File: src/rtl/beat_pkg.sv
// ============================================================================
// beat_pkg : shared types and musical constants for the beat sequencer.
// Revision : 1.0 - initial release
// ============================================================================
`default_nettype none

package beat_pkg;

    localparam int CROTCHETS_PER_PHRASE = 8;
    localparam int NUM_PHRASES          = 13;
    localparam int FRAME_CYCLES         = 420000;
    localparam int FRAMES_PER_CROTCHET  = 52;

    typedef logic [6:0] crotchet_t;

    typedef enum logic [1:0] {
        IDLE  = 2'd0,
        RUN   = 2'd1,
        PAUSE = 2'd2,
        DONE  = 2'd3
    } beat_state_t;

    function automatic logic is_phrase_start(crotchet_t c);
        return (c[2:0] == 3'd0);
    endfunction

endpackage

`default_nettype wire

File: src/rtl/tempo_divider.sv
// ============================================================================
// tempo_divider : crotchet-period counter with registered terminal/mid ticks.
// Revision      : 1.0 - initial release
// ============================================================================
`default_nettype none

module tempo_divider #(
    parameter int CROTCHET_CYCLES = 21840000
) (
    input  logic clk,
    input  logic rst_n,
    input  logic enable,
    input  logic clear,
    output logic term_tick,
    output logic mid_tick
);

    localparam int               DIV_W = $clog2(CROTCHET_CYCLES);
    localparam logic [DIV_W-1:0] LAST  = DIV_W'(CROTCHET_CYCLES - 1);
    localparam logic [DIV_W-1:0] MID   = DIV_W'(CROTCHET_CYCLES / 2 - 1);

    logic [DIV_W-1:0] count;
    logic [DIV_W-1:0] count_next;

    always_comb begin
        count_next = (count == LAST) ? '0 : count + DIV_W'(1);
    end

    // Ticks flag the cycle in which count sits on the event value, so they
    // stay asserted while the count is frozen and fire once it resumes.
    always_ff @(posedge clk or negedge rst_n) begin
        if (!rst_n) begin
            count     <= '0;
            term_tick <= 1'b0;
            mid_tick  <= 1'b0;
        end else if (clear) begin
            count     <= '0;
            term_tick <= 1'b0;
            mid_tick  <= 1'b0;
        end else if (enable) begin
            count     <= count_next;
            term_tick <= (count_next == LAST);
            mid_tick  <= (count_next == MID);
        end
    end

endmodule

`default_nettype wire

File: src/rtl/beat_sequencer.sv
// ============================================================================
// beat_sequencer : crotchet index sequencer with start/pause and beat pulses.
// Option         : BEAT_SEQUENCER_LOOP_EN wraps to crotchet 0 instead of DONE.
// Revision       : 1.0 - initial release
// ============================================================================
`default_nettype none

module beat_sequencer
    import beat_pkg::*;
#(
    parameter int CROTCHET_CYCLES = FRAMES_PER_CROTCHET * FRAME_CYCLES,
    parameter int NUM_CROTCHETS   = NUM_PHRASES * CROTCHETS_PER_PHRASE
) (
    input  logic       clk,
    input  logic       rst_n,
    input  logic       start,
    input  logic       pause,
    output logic [6:0] crotchet,
    output logic       crotchet_pulse,
    output logic       quaver_pulse,
    output logic       phrase_pulse,
    output logic       playing,
    output logic       done
);

    localparam crotchet_t LAST_CROTCHET = crotchet_t'(NUM_CROTCHETS - 1);

    beat_state_t state;
    logic        advancing;
    logic        term_tick;
    logic        mid_tick;
    crotchet_t   crotchet_next;

    // PAUSE with pause released behaves as RUN so held events fire at once.
    assign advancing     = ((state == RUN) || (state == PAUSE)) && !pause;
    assign crotchet_next = crotchet + 7'd1;

    tempo_divider #(
        .CROTCHET_CYCLES (CROTCHET_CYCLES)
    ) u_tempo_divider (
        .clk       (clk),
        .rst_n     (rst_n),
        .enable    (advancing && !start),
        .clear     (start),
        .term_tick (term_tick),
        .mid_tick  (mid_tick)
    );

    always_ff @(posedge clk or negedge rst_n) begin
        if (!rst_n) begin
            state          <= IDLE;
            crotchet       <= '0;
            crotchet_pulse <= 1'b0;
            quaver_pulse   <= 1'b0;
            phrase_pulse   <= 1'b0;
            playing        <= 1'b0;
            done           <= 1'b0;
        end else begin
            crotchet_pulse <= 1'b0;
            quaver_pulse   <= 1'b0;
            phrase_pulse   <= 1'b0;
            if (start) begin
                state          <= RUN;
                crotchet       <= '0;
                crotchet_pulse <= 1'b1;
                phrase_pulse   <= 1'b1;
                playing        <= 1'b1;
                done           <= 1'b0;
            end else begin
                case (state)
                    RUN, PAUSE: begin
                        if (pause) begin
                            state <= PAUSE;
                        end else begin
                            state        <= RUN;
                            quaver_pulse <= mid_tick;
                            if (term_tick) begin
                                if (crotchet != LAST_CROTCHET) begin
                                    crotchet       <= crotchet_next;
                                    crotchet_pulse <= 1'b1;
                                    phrase_pulse   <= is_phrase_start(crotchet_next);
                                end else begin
`ifdef BEAT_SEQUENCER_LOOP_EN
                                    crotchet       <= '0;
                                    crotchet_pulse <= 1'b1;
                                    phrase_pulse   <= 1'b1;
`else
                                    state          <= DONE;
                                    playing        <= 1'b0;
                                    done           <= 1'b1;
`endif
                                end
                            end
                        end
                    end
                    default: ;
                endcase
            end
        end
    end

endmodule

`default_nettype wire

File: config.mk
export PLATFORM = sky130hd
export DESIGN_NAME = beat_sequencer
export DESIGN_NICKNAME = d
export VERILOG_FILES = /design/src/rtl/beat_pkg.sv /design/src/rtl/tempo_divider.sv /design/src/rtl/beat_sequencer.sv
export SDC_FILE = /design/constraint.sdc
export NUM_CORES = 1
export LEC_CHECK = 0
export BUFFER_PORTS_ARGS = -buffer_cell sky130_fd_sc_hd__buf_2
export CAP_MARGIN = 30
export CORE_MARGIN = 3
export CORE_UTILIZATION = 65
export DETAILED_ROUTE_END_ITERATION = 16
export GPL_TIMING_DRIVEN = 1
export PLACE_DENSITY = 0.86
export SLEW_MARGIN = 20
export SYNTH_ARGS = -nofsm -noshare
export SYNTH_HDL_FRONTEND = slang
export SYNTH_SLANG_ARGS = --single-unit
File: constraint.sdc
create_clock -name clk -period 4.6 [get_ports clk]
set_input_delay 1.15 -clock clk [delete_from_list [all_inputs] [get_ports clk]]
set_output_delay 1.15 -clock clk [all_outputs]
set_load 0.02 [all_outputs]
==> summary.txt <==
outcome = completed
reg2reg path depth = 7
die width = 71.0 um
Adder-Cell Fraction of Synth Area = 1.36%
Hold Buf Count CTS = 0
DR WL/cell = 17.3 um
Top Metal Used = met4
post-synthesis cell area = 2750 um^2
grt ovf = 0
Layout area overhead = 2.68%
largest family of logic cells by synthesized area = simple AND/OR/NAND/NOR gates
nets = 326
Top FF cell, synth = dfrtp_1
metal2 WL = 3100 um
Leak Pwr = 1.14 nW
Crit Path Class = reg -> reg
sequential fraction of the synthesis area = 37.3%
Post CTS Setup Buffer Count = 0
Detail Route Antenna Nets = 0
site row count = 23
number of flops mapped to enable cells by yosys = 0
proportion of layout cells with a drive suffix above 1 = 13.1%
Setup crit end kind = flip-flop
min-delay src = u_tempo_divider.mid_tick
CTS root buffer = clkbuf_8
DP Area = 2720 um^2
reg2reg end = u_tempo_divider.count[5]
Die ar. = 5050 um^2
vias in the first global route = 2,326
Worst Hold Class = reg -> reg
asr flop ratio synth = 100%
commonest non-fill, non-tap cells in the layout = 41 x dfrtp_1, 35 x nand2_1, 31 x nor2_1
# port buffers = 15
setup TNS = 0 ns
Comb pwr share = 7.9%
FF-to-FF Start = u_tempo_divider.count[0]
DP Wirelength = 4580 um
via-per-instance ratio = 6.65
Switching Share = 25.7%
drt total wl = 6420 um
DRT Pass-1 Iters = 5
post_cts resized = 0
Post-Synth XOR/XNOR Area = 7.01%
initial antenna violation count = 0
Ports = 16
average size of a mapped cell = 8.62 um^2
RSZ-0062 raised after global routing = no
WHS Endpoint = u_tempo_divider.mid_tick
pwr dens = 230 nW/um^2
Clk pwr share = 35.0%
max-slew violation count = 0
max-cap violations = 0
CP max FO = 11
Place WS = 1.75 ns
die height = 71.0 um
Max-slew headroom = 44.9%
Slew @ Worst Pin = 0.826 ns
Iter 0 DRT Violations = 267
antenna cells = 0
final setup vio count = 0
H-tree depth = 2
Hold Fails Final Rpt = 0
post-synth cell types = 62
CTS buffer count = 5
final core occ = 70.1%
Synth Area in Simple Gates = 32.3%
mux contribution to synthesized area = 0.364%
Reg power frac = 57.0%
Hold Path Cell Cnt = 1
Max clock buf depth = 2
flop-to-flop setup slack = 2.03 ns
clock sinks = 41
fin crit share = 55.9%
most common cell after layout, fill and taps aside = dfrtp_1
syn_nets = 326
wire length on met3 = 508 um
Syn Inst Count = 319
complex-gate fraction of the synthesized area = 14.4%
vias = 2,461
WP data arrival = 2.72 ns
switching power = 0.167 mW
met1 wire length = 2710 um
Worst Path Required = 4.75 ns
Yosys reg bits = 41
Max VDD drop = 0.144 mV
warnings from Yosys = 0
Final min period = 2.57 ns
total core area = 4030 um^2
first-pass GRT wire length = 11,100 um
pin count of the biggest net entering global routing = 42
Worst-Skew Late Latency = 0.29 ns
CTS tree = done
Clock transition at path regs = 0.08 ns
# DRC = 0
f_max = 0.389 GHz
crit start category = flip-flop
GP Congestion = 1.00
Starting Density = 68.3%
clock skew = 0.00659 ns
cell internal pwr = 0.483 mW
final worst setup slack = 2.03 ns
Overall Global Routing Usage = 27.9%
design area = 2820 um^2
cell type report:
cell class | instances | area, um^2
Sequential cell | 41 | 1030
Clock inverter | 3 | 17.5
Timing Repair Buffer | 17 | 103
Multi-Input combinational cell | 248 | 1520
Tap cell | 50 | 62.6
Clock buffer | 5 | 68.8
Inverter | 6 | 22.5
Fill cell | 314 | 1200
Yosys cell counts, types with 4 or more instances:
library cell | n | area, um^2
buf_2 | 7 | 35.0
nor2b_1 | 4 | 25.0
xnor2_1 | 11 | 96.3
nand2_1 | 35 | 131
nand3_1 | 13 | 65.1
nor4_1 | 6 | 37.5
xor2_1 | 11 | 96.3
nor3_1 | 11 | 55.1
and4_1 | 4 | 35.0
or3_1 | 10 | 62.6
buf_6 | 6 | 67.6
inv_1 | 5 | 18.8
clkbuf_1 | 7 | 26.3
nor2_1 | 31 | 116
and3_1 | 7 | 43.8
a21oi_1 | 20 | 100
nand4_1 | 14 | 87.6
dfrtp_1 | 41 | 1030
o21ai_0 | 23 | 115
worst max-delay path by stage:
stage,slack [ns],endpoint,start,depth (start not counted)
global placement,1.82,u_tempo_divider.term_tick,start,7
CTS,2.06,u_tempo_divider.term_tick,start,7
detailed placement,1.75,u_tempo_divider.term_tick,start,7
finish,2.03,u_tempo_divider.count[5],u_tempo_divider.count[0],7
global route,1.76,u_tempo_divider.count[12],u_tempo_divider.count[0],7
floorplan,2.14,u_tempo_divider.term_tick,pause,6
worst max-delay path: stages, from the launching register on:
cell,delay [ns]
dfrtp_1,0.48
ha_1,0.36
and3_1,0.24
nand4_1,0.18
o311ai_2,0.78
nor2_1,0.10
o21ai_0,0.20
o31ai_1,0.10
stage by stage:
step / total power, mW / std cells / hold slack, ns
6_report: 0.650 / 370 / 0.510
5_1_grt: 0.680 / 370 / 0.531
4_1_cts: 0.654 / 369 / 0.507
3_5_place_dp: 0.427 / 361 / 0.485
3_3_place_gp: 0.425 / 361 / 0.473
2_1_floorplan: 0.407 / 319 / 0.458
power groups by stage:
stage	registers, mW	clock network, mW	logic (mW)
3_3_place_gp	0.377	0	0.0478
6_report	0.371	0.228	0.0517
5_1_grt	0.372	0.250	0.0581
4_1_cts	0.370	0.234	0.0500
3_5_place_dp	0.378	0	0.0496
2_1_floorplan	0.377	0	0.0292
cell families (layout without fill, tap and decap cells):
logic type / Yosys count / in the layout
adders and majority gates: 3 / 3
xor gates and xnor gates: 22 / 22
AOI/OAI and AO/OA: 65 / 65
DFF: 41 / 41
buffers and inverters: 30 / 31
and+or+nand+nor: 157 / 157
muxes: 1 / 1
routing by layer:
metal  up-vias  global-route usage [%]
met5         -                       0
li1       1147                       -
met2       115                    44.5
met3        12                    4.55
met1      1187                    38.3
met4         0                    10.9
state kept, by name (all words and copies together) (netlist names):
name	count
u_tempo_divider.count	25
u_tempo_divider.mid_tick	1
state	2
playing	1
crotchet_pulse	1
done	1
quaver_pulse	1
u_tempo_divider.term_tick	1
phrase_pulse	1
crotchet	7
Note: power is estimated with default switching activity, not from simulation.
